**config.mk**
```make
export PLATFORM = sky130hd
export DESIGN_NAME = dmem_arbiter
export DESIGN_NICKNAME = d
export VERILOG_FILES = /design/src/rtl/dmem_arb_pkg.sv /design/src/rtl/dmem_rr_pick.sv /design/src/rtl/dmem_arbiter.sv
export SDC_FILE = /design/constraint.sdc
export NUM_CORES = 1
export LEC_CHECK = 0
export BUFFER_PORTS_ARGS = -buffer_cell sky130_fd_sc_hd__buf_2
export CAP_MARGIN = 15
export CORE_AREA = 2 2 98 100
export DETAILED_ROUTE_END_ITERATION = 8
export DIE_AREA = 0 0 100 102
export HOLD_SLACK_MARGIN = 0.15
export PLACE_DENSITY = 0.7
export REMOVE_ABC_BUFFERS = 1
export SYNTH_ARGS = -nofsm -noshare
export SYNTH_HDL_FRONTEND = slang
export SYNTH_SLANG_ARGS = --single-unit
```
**constraint.sdc**
```tcl
create_clock -name CLK -period 3.1 [get_ports CLK]
set_input_delay 0.31 -clock CLK [delete_from_list [all_inputs] [get_ports CLK]]
set_output_delay 0.31 -clock CLK [all_outputs]
set_load 0.02 [all_outputs]
```
**src/rtl/dmem_arb_pkg.sv**
```systemverilog
// rtl/dmem_arb_pkg.sv - shared types and defaults for the data-memory arbiter
package dmem_arb_pkg;

  localparam int DEF_AW     = 10;
  localparam int DEF_DATA_W = 32;

  typedef enum logic [1:0] {
    IDLE   = 2'd0,
    ACCESS = 2'd1,
    RESP   = 2'd2
  } state_t;

  typedef enum logic {
    M0 = 1'b0,
    M1 = 1'b1
  } master_t;

endpackage

```
**src/rtl/dmem_rr_pick.sv**
```systemverilog
// rtl/dmem_rr_pick.sv - combinational two-way round-robin selector
module dmem_rr_pick
  import dmem_arb_pkg::*;
(
  input  logic [1:0] req,
  input  master_t    rr_ptr,
  output logic       valid,
  output master_t    winner
);

  always_comb begin
    valid  = |req;
    winner = M0;
    if (req == 2'b11) begin
      winner = rr_ptr;
    end else if (req[1]) begin
      winner = M1;
    end
  end

endmodule

```
**src/rtl/dmem_arbiter.sv**
```systemverilog
// rtl/dmem_arbiter.sv - round-robin arbiter sharing the data RAM between core (M0) and loader (M1)
module dmem_arbiter
  import dmem_arb_pkg::*;
#(
  parameter int DATA_W = DEF_DATA_W,
  parameter int AW     = DEF_AW
) (
  input  logic              CLK,
  input  logic              RESET,
  input  logic              m0_req,
  input  logic              m0_we,
  input  logic [31:0]       m0_addr,
  input  logic [DATA_W-1:0] m0_wdata,
  output logic              m0_ack,
  output logic              m0_err,
  output logic [DATA_W-1:0] m0_rdata,
  input  logic              m1_req,
  input  logic              m1_we,
  input  logic [AW-1:0]     m1_addr,
  input  logic [DATA_W-1:0] m1_wdata,
  output logic              m1_ack,
  output logic [DATA_W-1:0] m1_rdata,
  output logic              mem_en,
  output logic              mem_we,
  output logic [AW-1:0]     mem_addr,
  output logic [DATA_W-1:0] mem_wdata,
  input  logic [DATA_W-1:0] mem_rdata
);

  state_t        state, state_nxt;
  master_t       rr_ptr, win_id, pick_id;
  logic          pick_valid;
  logic          lat_we, lat_err;
  logic [AW-1:0] m0_word;
  logic          m0_misaligned;
  logic          unused_m0_addr_hi;

  // Core byte address folds onto the RAM: upper bits are dropped so it wraps.
  assign m0_word           = m0_addr[AW+1:2];
  assign m0_misaligned     = |m0_addr[1:0];
  assign unused_m0_addr_hi = ^m0_addr[31:AW+2];

  dmem_rr_pick u_pick (
    .req    ({m1_req, m0_req}),
    .rr_ptr (rr_ptr),
    .valid  (pick_valid),
    .winner (pick_id)
  );

  always_ff @(posedge CLK or posedge RESET) begin
    if (RESET) begin
      state <= IDLE;
    end else begin
      state <= state_nxt;
    end
  end

  always_comb begin
    state_nxt = state;
    case (state)
      IDLE:    if (pick_valid) state_nxt = ACCESS;
      ACCESS:  state_nxt = RESP;
      RESP:    state_nxt = IDLE;
      default: state_nxt = IDLE;
    endcase
  end

  // The mem_* registers double as the latched request; they are only loaded in IDLE.
  always_ff @(posedge CLK or posedge RESET) begin
    if (RESET) begin
      rr_ptr    <= M0;
      win_id    <= M0;
      lat_we    <= 1'b0;
      lat_err   <= 1'b0;
      mem_en    <= 1'b0;
      mem_we    <= 1'b0;
      mem_addr  <= '0;
      mem_wdata <= '0;
    end else begin
      case (state)
        IDLE: begin
          if (pick_valid) begin
            win_id <= pick_id;
            if (pick_id == M0) begin
              lat_we    <= m0_we;
              lat_err   <= m0_misaligned;
              mem_en    <= ~m0_misaligned;
              mem_we    <= m0_we & ~m0_misaligned;
              mem_addr  <= m0_word;
              mem_wdata <= m0_wdata;
            end else begin
              lat_we    <= m1_we;
              lat_err   <= 1'b0;
              mem_en    <= 1'b1;
              mem_we    <= m1_we;
              mem_addr  <= m1_addr;
              mem_wdata <= m1_wdata;
            end
          end
        end
        ACCESS: begin
          mem_en <= 1'b0;
          mem_we <= 1'b0;
        end
        RESP: begin
          rr_ptr <= (win_id == M0) ? M1 : M0;
        end
        default: ;
      endcase
    end
  end

  always_comb begin
    m0_ack   = 1'b0;
    m0_err   = 1'b0;
    m0_rdata = '0;
    m1_ack   = 1'b0;
    m1_rdata = '0;
    if (state == RESP) begin
      if (win_id == M0) begin
        m0_ack = 1'b1;
        m0_err = lat_err;
        if (!lat_we && !lat_err) m0_rdata = mem_rdata;
      end else begin
        m1_ack = 1'b1;
        if (!lat_we) m1_rdata = mem_rdata;
      end
    end
  end

endmodule

```
==> run summary, run 1 <==
Post-synth EDFFs: 0
YS warnings: 0
CTS tree: built
DP Wirelength: 8.082 mm
critical path data arrival time: 1.96 ns
initial core utilization: 0.3276
Core ar.: 9109 sq um
Final Critical Period: 2.267 ns
Peak Freq: 441.2 MHz
worst slew pin tran: 0.9075 ns
reg-to-reg slack, setup: 1.17 ns
Clock transition at path regs: 0.09 ns
Max VDD drop: 323.8 uV
Root Driver: clkbuf_8
io pins: 255
proportion of layout cells with a drive suffix above 1: 0.4541
R2R depth: 4
most frequent cells in the layout: buf_2, and2_1, dfrtp_1, a21oi_1
postcts setup bufs: 0
P&R area growth vs syn: 43.73%
1st-iter DRT viols: 175
largest net degree at the start of global routing: 51
htree depth: 2
vias in the first global route: 3,248
Final nets: 709
global-route wire length before repair: 16.73 mm
worst min-delay path startpoint: m0_addr[2]
Critical Path End Type: output port
reg-to-reg critical path startpoint: rr_ptr
final setup fails: 0
Async SR Flop Fraction: 1.000
drt wl/cell: 16.17 um
Syn Area/Cell: 8.454 sq um
Final Max Slew Viols: 0
number of synthesized register bits: 50
status: complete, no violations
drt drc: 0
CP Max Fanout: 32
Most used DFF post-synth: dfrtp_1
PwrDens: 831.8 nW/um^2
post-route ant nets: 0
CTS Buf Count: 5
Critical Path Start Type: flip-flop
final hold violations: 0
initial antenna violation count: 1
Clock Sinks: 50
DR WL met2: 5.733 mm
first-pass detailed-route iteration total: 4
Setup Skew: 0.006149 ns
Critical Path RT: 2.79 ns
Rel. slew slack: 0.3950
static leakage: 0.002205 uW
# port buffers: 234
final hold slack: 0.2688 ns
num rows: 35
fin crit share: 0.7312
Crit Path Class: flip-flop to output port
die area: 10,200 sq um
Worst Hold Class: primary input to flip-flop
vias per cell: 5.155
uppermost layer routed: met4
Max Cap Viol: 0
worst hold endpoint: mem_addr[0]
Netlist Area Pre-Place: 2984 sq um
Fin Setup TNS: 0 ns
Die Height: 102 um
sequential share of the synthesized area: 0.4193
GRT Overall Usage: 0.2077
Die X: 100 um
met1 WL: 4.268 mm
GP Congestion: 0.8660
most common cell after layout, fill and taps aside: buf_2
worst r2r dst: mem_wdata[30]
Clock Latency Late Sink: 0.30 ns
RSZ-0062 raised after global routing: no
final WL: 10.98 mm
Post-Syn Instances: 353
GRT overflow: 0
Yosys cell types: 33
hold-critical path depth: 3
maximum root-to-sink buffer count: 2
vias: 3,500
met3 routed WL: 782 um
==> worst max-delay path: stages, from the launching register on <==
cell	delay, ns
dfrtp_1	0.45
and3b_1	0.24
and2b_1	0.57
and2_1	0.22
buf_2	0.17
==> flip-flops by register name, summed over array words and instances (netlist names) <==
register and flops:
mem_we 1, win_id 1, mem_wdata 32, lat_err 1
mem_addr 10, state 2, rr_ptr 1, lat_we 1
mem_en 1
==> cell usage after synthesis, drive strengths merged (2+ instances only) <==
cell type	number	area [sq um]
and2	65	406.6
a31oi	43	269.0
buf	15	112.6
nor2	4	22.52
clkbuf	23	90.08
dfrtp	50	1251
nand3	43	215.2
nand2b	2	12.51
a211oi	2	15.01
o21ai	44	220.2
inv	4	17.52
and2b	2	15.01
a21oi	44	220.2
==> kinds of logic after synthesis <==
logic type	after synthesis	share of synthesized area
AO/OA/AOI/OAI	138	0.2570
buffers and inverters	42	0.07379
flip-flops	50	0.4193
AND/OR/NAND/NOR	123	0.2499
==> worst max-delay path by stage <==
stage / from / end
CTS: state[0] / m1_rdata[27]
finish: state[0] / m1_rdata[27]
global route: state[0] / m1_rdata[27]
detailed placement: state[0] / m1_rdata[27]
floorplan: state[0] / m1_rdata[0]
global placement: state[0] / m1_rdata[27]
==> power by group <==
part,switching [uW],internal [uW]
registers,215,986
clock network,214,226
logic,1270,661
==> routing by layer <==
metal / GRT usage / vias up
met5: 0 / -
met4: 0.06322 / 0
met2: 0.3877 / 173
li1: - / 1690
met3: 0.04036 / 14
met1: 0.2413 / 1623
==> through the flow <==
step	total power (uW)	cells	utilization	setup WS, ns	area (sq um)
2_1_floorplan	2397	315	-	1.289	2781
3_3_place_gp	3099	667	0.4549	1.211	4144
3_5_place_dp	3147	667	0.4549	1.159	4144
4_1_cts	3586	675	0.4670	0.8280	4254
5_1_grt	3839	678	0.4706	0.6828	4287
6_report	3568	679	0.4709	0.8333	4289
==> cell type report <==
| class | instances | area [sq um] |
|---|---|---|
| Antenna cell | 2 | 5.005 |
| Clock buffer | 8 | 110.1 |
| Fill cell | 932 | 4820 |
| Inverter | 4 | 17.52 |
| Multi-Input combinational cell | 261 | 1513 |
| Sequential cell | 50 | 1251 |
| Tap cell | 111 | 138.9 |
| Timing Repair Buffer | 243 | 1254 |
==> what timing repair did <==
item,4_1_cts,5_1_grt
setup endpoints to repair,0,0
gates resized for setup,0,0
endpoints found under the hold margin,0,7
hold buffers,0,1
Note: power is estimated with default switching activity, not from simulation.
==> run 2: changes to the inputs <==
- CORE_AREA: 2 2 98 100 -> 2 2 99 101
- DIE_AREA: 0 0 100 102 -> 0 0 101 103
- PLACE_DENSITY: 0.7 -> 0.69
- clock period: 3.1 -> 2.1 ns (I/O delays scaled with it)
==> run 2 against run 1 <==
  * Power rose by 49%
  * Clock-buffer cell count fell by 1
  * Highest routed layer is now met5
  * Cell count rose by 1.0%
  * Sequential power rose by 48%
  * Clock power rose by 52%
  * Critical path type unchanged
  * Critical endpoint is now m0_rdata[7]
==> run summary, run 2 (synthesis results as in run 1) <==
n_diodes: 0 (-2)
Setup WS post-layout: 0.1922 ns (-0.6412 ns)
RSZ-0062 raised after global routing: no
Layout Cells excl Fill: 686 (+1.0%)
Core ar.: 9459 sq um (+3.8%)
post-route ant nets: 0 (unchanged)
CTS resizes: 0 (unchanged)
initial antenna violation count: 2 (+1)
# fillers: 982 (+5.4%)
max reg flops: 32 (unchanged)
# port buffers: 234 (unchanged)
io pins: 255 (unchanged)
vias: 3,509 (+0.26%)
Critical Path Start Type: flip-flop
reg-to-reg critical path startpoint: state[1]
htree depth: 2 (unchanged)
final WL: 10.76 mm (-2.0%)
worst hold endpoint: mem_wdata[29]
leading registers by flop count: mem_wdata x32, mem_addr x10, state x2
Clock transition at path regs: 0.09 ns (about the same)
critical path data arrival time: 1.70 ns (-0.26 ns)
worst slew pin tran: 0.5528 ns (-0.3547 ns)
proportion of layout cells with a drive suffix above 1: 0.4580 (+0.003978)
global-route wire length before repair: 16.26 mm (-2.8%)
status: complete, no violations
Worst Hold Class: primary input to flip-flop
CTS tree: built
static leakage: 0.002229 uW (+1.1%)
CTS Buf Count: 5 (unchanged)
reg-to-reg slack, setup: 0.42 ns (-0.75 ns)
final hold slack: 0.1711 ns (-0.09767 ns)
worst r2r dst: mem_addr[6]
worst min-delay path startpoint: m0_wdata[29]
Critical Path RT: 1.89 ns (-0.90 ns)
R2R depth: 4 (unchanged)
postcts setup bufs: 0 (unchanged)
Final Max Slew Viols: 0 (unchanged)
initial core utilization: 0.3155 (-0.01213)
Critical Path End Type: output port
Peak Freq: 524.2 MHz
Max Cap Viol: 0 (unchanged)
drt wl/cell: 15.69 um (-3.0%)
1st-iter DRT viols: 114 (-35%)
area of the multi-input gates: 1515 sq um (+0.17%)
FF+latch area: 1251 sq um (unchanged)
CP Max Fanout: 32 (unchanged)
post-place setup slack: 0.4059 ns (-0.7532 ns)
Most flops, register: mem_wdata
maximum root-to-sink buffer count: 2 (unchanged)
Max VDD drop: 477.7 uV (+48%)
Clock Sinks: 50 (unchanged)
Crit Path Class: flip-flop to output port
GP Congestion: 0.8394 (-3.1%)
Rel. slew slack: 0.6309 (+0.2359)
fin crit share: 0.9085
GRT Overall Usage: 0.1991 (-0.008589)
GRT overflow: 0 (unchanged)
Final Critical Period: 1.908 ns
vias in the first global route: 3,176 (-2.2%)
Clock Latency Late Sink: 0.29 ns (about the same)
most frequent cells in the layout: buf_2, and2_1, dfrtp_1, a21oi_1
final setup fails: 0 (unchanged)
DP Wirelength: 8.303 mm (+2.7%)
final hold violations: 0 (unchanged)
Root Driver: clkbuf_8
drt drc: 0 (unchanged)
most common cell after layout, fill and taps aside: buf_2
Die X: 101 um (+1.0%)
largest net degree at the start of global routing: 47 (-7.8%)
PwrDens: 1227 nW/um^2 (+48%)
Fin Setup TNS: 0 ns (unchanged)
die area: 10,400 sq um (+2.0%)
Final nets: 715 (+0.85%)
vias per cell: 5.115 (-0.77%)
hold-critical path depth: 3 (unchanged)
Post-Place Cells: 677 (+1.5%)
num rows: 36 (+2.9%)
Setup Skew: 0.002857 ns (-0.003292 ns)
utilization after layout: 0.4579 (-0.01294)
P&R area growth vs syn: 45.16%
Die Height: 103 um (+0.98%)
first-pass detailed-route iteration total: 4 (unchanged)
## run 2: power breakdown
part	internal, uW	switching, uW
Sequential	1450	314
Clock	357	311
Combinational	1010	1870
Total	2830	2490
## run 2: worst max-delay path: stages, from the launching register on
cell and delay (ns):
dfrtp_1 0.44, nand2b_1 0.22, nor4_4 0.14, buf_4 0.27
and2_1 0.16, buf_2 0.16
## run 2: layout make-up
type,instances,area share
sequential,50,0.2889
multi-input combinational,261,0.3498
tap,114,0.03293
inverter,4,0.004044
clock inverter,1,0.006932
timing repair buffer,249,0.2998
clock buffer,7,0.01762
## run 2: metrics by stage
stage,instance area (sq um),total power [uW]
finish,4332,5317
floorplan,2781,3539
detailed placement,4215,4705
CTS,4332,5379
global route,4332,5713
global placement,4215,4636
## run 2: worst max-delay path by stage
| stage | startpoint | endpoint | slack, ns | cells after the start |
|---|---|---|---|---|
| floorplan | state[1] | lat_err | 0.38 | 4 |
| global placement | state[1] | lat_err | 0.46 | 4 |
| detailed placement | state[1] | mem_addr[6] | 0.41 | 4 |
| CTS | state[0] | m0_rdata[7] | 0.16 | 5 |
| global route | state[0] | m0_rdata[11] | 0.04 | 5 |
| finish | state[0] | m0_rdata[7] | 0.19 | 5 |
## run 2: repair_timing
action                                  in CTS  in global routing
hold buffers                                 1                  0
endpoints found under the setup margin       0                  0
hold endpoints to repair                    23                  0
## run 2: layer usage
metal | part of all wire | up-vias | GRT usage
met5 | 0.00093 | - | 0
met4 | 0.0075 | 2 | 0.03846
met3 | 0.089 | 9 | 0.05153
met2 | 0.52 | 169 | 0.3744
met1 | 0.38 | 1630 | 0.2295
li1 | - | 1699 | -
==> run 3: changes to the inputs <==
- CELL_PAD_IN_SITES_DETAIL_PLACEMENT: default -> 0
- CELL_PAD_IN_SITES_GLOBAL_PLACEMENT: default -> 1
- CORE_AREA: 2 2 99 101 -> default
- CORE_ASPECT_RATIO: default -> 0.7
- CORE_UTILIZATION: default -> 25
- DIE_AREA: 0 0 101 103 -> default
- PLACE_DENSITY: 0.69 -> 0.88
==> run 3 against run 2 <==
  * Clock skew up 0.0027 ns
  * Global-route usage down 2.8 points
  * Via count up 1.1%
  * Non-clock buffer count down 1
  * Sequential power about the same
  * Sequential share of layout area down 0.56 points
  * Maximum frequency down 0.20%
  * Register-to-register slack better by 0.14 ns
  * Worst hold slack better by 0.016 ns
  * Critical path type unchanged
==> run summary, run 3 (synthesis results as in run 1) <==
post-route ant nets: 0 (unchanged)
Most flops, register: mem_wdata
Clock transition at path regs: 0.07 ns (-0.02 ns)
drt drc: 0 (unchanged)
worst min-delay path startpoint: m0_wdata[13]
CP Launch Point: state[0]
1st-iter DRT viols: 247 (+120%)
maximum root-to-sink buffer count: 2 (unchanged)
Critical Path End Type: output port
die area: 12,380 sq um (+19%)
Setup Skew: 0.005524 ns (+0.002667 ns)
final hold violations: 0 (unchanged)
status: complete, no violations
n_diodes: 0 (unchanged)
global-route wire length before repair: 16.69 mm (+2.7%)
Crit Path Class: flip-flop to output port
vias: 3,547 (+1.1%)
CTS tree: built
Critical Path RT: 1.89 ns (about the same)
Critical Path Start Type: flip-flop
num rows: 32 (-11%)
# port buffers: 234 (unchanged)
largest stage delay on the critical path: 0.43 ns (about the same)
static leakage: 0.002245 uW (+0.70%)
most common cell after layout, fill and taps aside: buf_2
Slowest cell on crit path: dfrtp_1
RSZ-0062 raised after global routing: no
worst path cell trace: nand2b_1, nor4_4, buf_4, and2_1, buf_2
Final Max Slew Viols: 0 (unchanged)
Final nets: 714 (-0.14%)
first-pass detailed-route iteration total: 5 (+1)
DP Wirelength: 8.029 mm (-3.3%)
Max Cap Viol: 0 (unchanged)
Clock Sinks: 50 (unchanged)
Rel. slew slack: 0.5384 (-0.09249)
drt wl/cell: 15.07 um (-3.9%)
vias in the first global route: 3,134 (-1.3%)
post-route cell area: 4418 sq um (+2.0%)
Die Height: 93.41 um (-9.3%)
reg-to-reg slack, setup: 0.56 ns (+0.14 ns)
io pins: 255 (unchanged)
reg-to-reg critical path startpoint: state[1]
Fin Setup TNS: 0 ns (unchanged)
crit path buf inv count: 2 (unchanged)
CTS resizes: 0 (unchanged)
Core ar.: 11,330 sq um (+20%)
utilization after layout: 0.3899 (-0.06803)
PwrDens: 1254 nW/um^2 (+2.2%)
P&R area growth vs syn: 48.05%
initial antenna violation count: 0 (-2)
initial core utilization: 0.2634 (-0.05211)
family with the most delay on the worst path: simple AND/OR/NAND/NOR gates
postcts setup bufs: 0 (unchanged)
proportion of layout cells with a drive suffix above 1: 0.4606 (+0.002553)
GP Congestion: 0.7803 (-7.0%)
CTS Buf Count: 5 (unchanged)
final WL: 10.91 mm (+1.4%)
critical path data arrival time: 1.70 ns (about the same)
vias per cell: 4.899 (-4.2%)
Peak Freq: 523.1 MHz (-0.20%)
largest net degree at the start of global routing: 44 (-6.4%)
Max VDD drop: 484.3 uV (+1.4%)
worst slew pin tran: 0.6914 ns (+0.1385 ns)
htree depth: 2 (unchanged)
Final Critical Period: 1.912 ns (+0.003751 ns)
# fillers: 1,204 (+23%)
final setup fails: 0 (unchanged)
Die X: 132.6 um (+31%)
most frequent cells in the layout: buf_2, and2_1, dfrtp_1, a21oi_1
Worst Hold Class: primary input to flip-flop
fin crit share: 0.9103 (+0.001786)
GRT Overall Usage: 0.1710 (-0.02815)
placed instance area: 4257 sq um (+0.98%)
final hold slack: 0.1870 ns (+0.01588 ns)
GRT overflow: 0 (unchanged)
leading registers by flop count: mem_wdata x32, mem_addr x10, state x2
Clock Latency Late Sink: 0.29 ns (about the same)
Root Driver: clkbuf_16
CP Max Fanout: 32 (unchanged)
max reg flops: 32 (unchanged)
## run 3: cell types whose count changed in the layout (fill, tap and decap cells not counted)
cell and change:
clkbuf_8 -4, bufinv_16 -1, buf_4 -1, clkbuf_16 +5, clkinv_2 +1, clkinvlp_4 +1
clkbuf_1 -2
## run 3: worst reg2reg max path, stage by stage (launching register included)
cell,delay [ns]
dfrtp_1,0.44
nor2_4,0.28
nand2_8,0.09
inv_4,0.27
buf_4,0.25
a31oi_1,0.10
## run 3: area by class of cell
cell class	count	area, sq um	share of cell area
multi-input combinational	261	1515	0.3430
timing repair buffer	248	1291	0.2923
sequential	50	1251	0.2832
tap	153	191.4	0.04333
clock buffer	6	138.9	0.03144
inverter	4	17.52	0.003965
clock inverter	2	12.51	0.002832
## run 3: where the power goes
group	internal [uW]	leakage [uW]	total, uW	switching [uW]
Sequential	1460	0.000567	1780	325
Clock	472	0.0000729	817	345
Combinational	1030	0.00160	2940	1910
Total	2960	0.00224	5540	2580
## run 3: worst paths after layout
kind | end | depth (start not counted)
min in group asynchronous | mem_wdata[9] | 3
max reg2reg | mem_wdata[10] | 5
max in group asynchronous | state[1] | 4
max | m0_rdata[9] | 5
min reg2reg | rr_ptr | 1
min | mem_wdata[13] | 3
## run 3: stage by stage
step	setup slack (ns)	total power [uW]	instances
6_report	0.1884	5540	724
2_1_floorplan	0.3811	3539	315
5_1_grt	0.06544	5948	724
4_1_cts	0.1744	5600	724
3_3_place_gp	0.4804	4674	715
3_5_place_dp	0.4476	4751	715
## run 3: per-layer routing
metal  vias to the layer above  track usage  part of all wire  routed length [um]
met5                         -            0                 0                   0
met4                         0      0.02586            0.0037                  40
met3                         5      0.03686             0.080                 878
met2                       177       0.2689              0.45                4881
met1                      1666       0.2436              0.47                5112
li1                       1699            -                 -                   -
## run 3: repair_timing
action | CTS | global route
hold buffers | 1 | 0
setup endpoints to repair | 0 | 0
endpoints found under the hold margin | 30 | 0
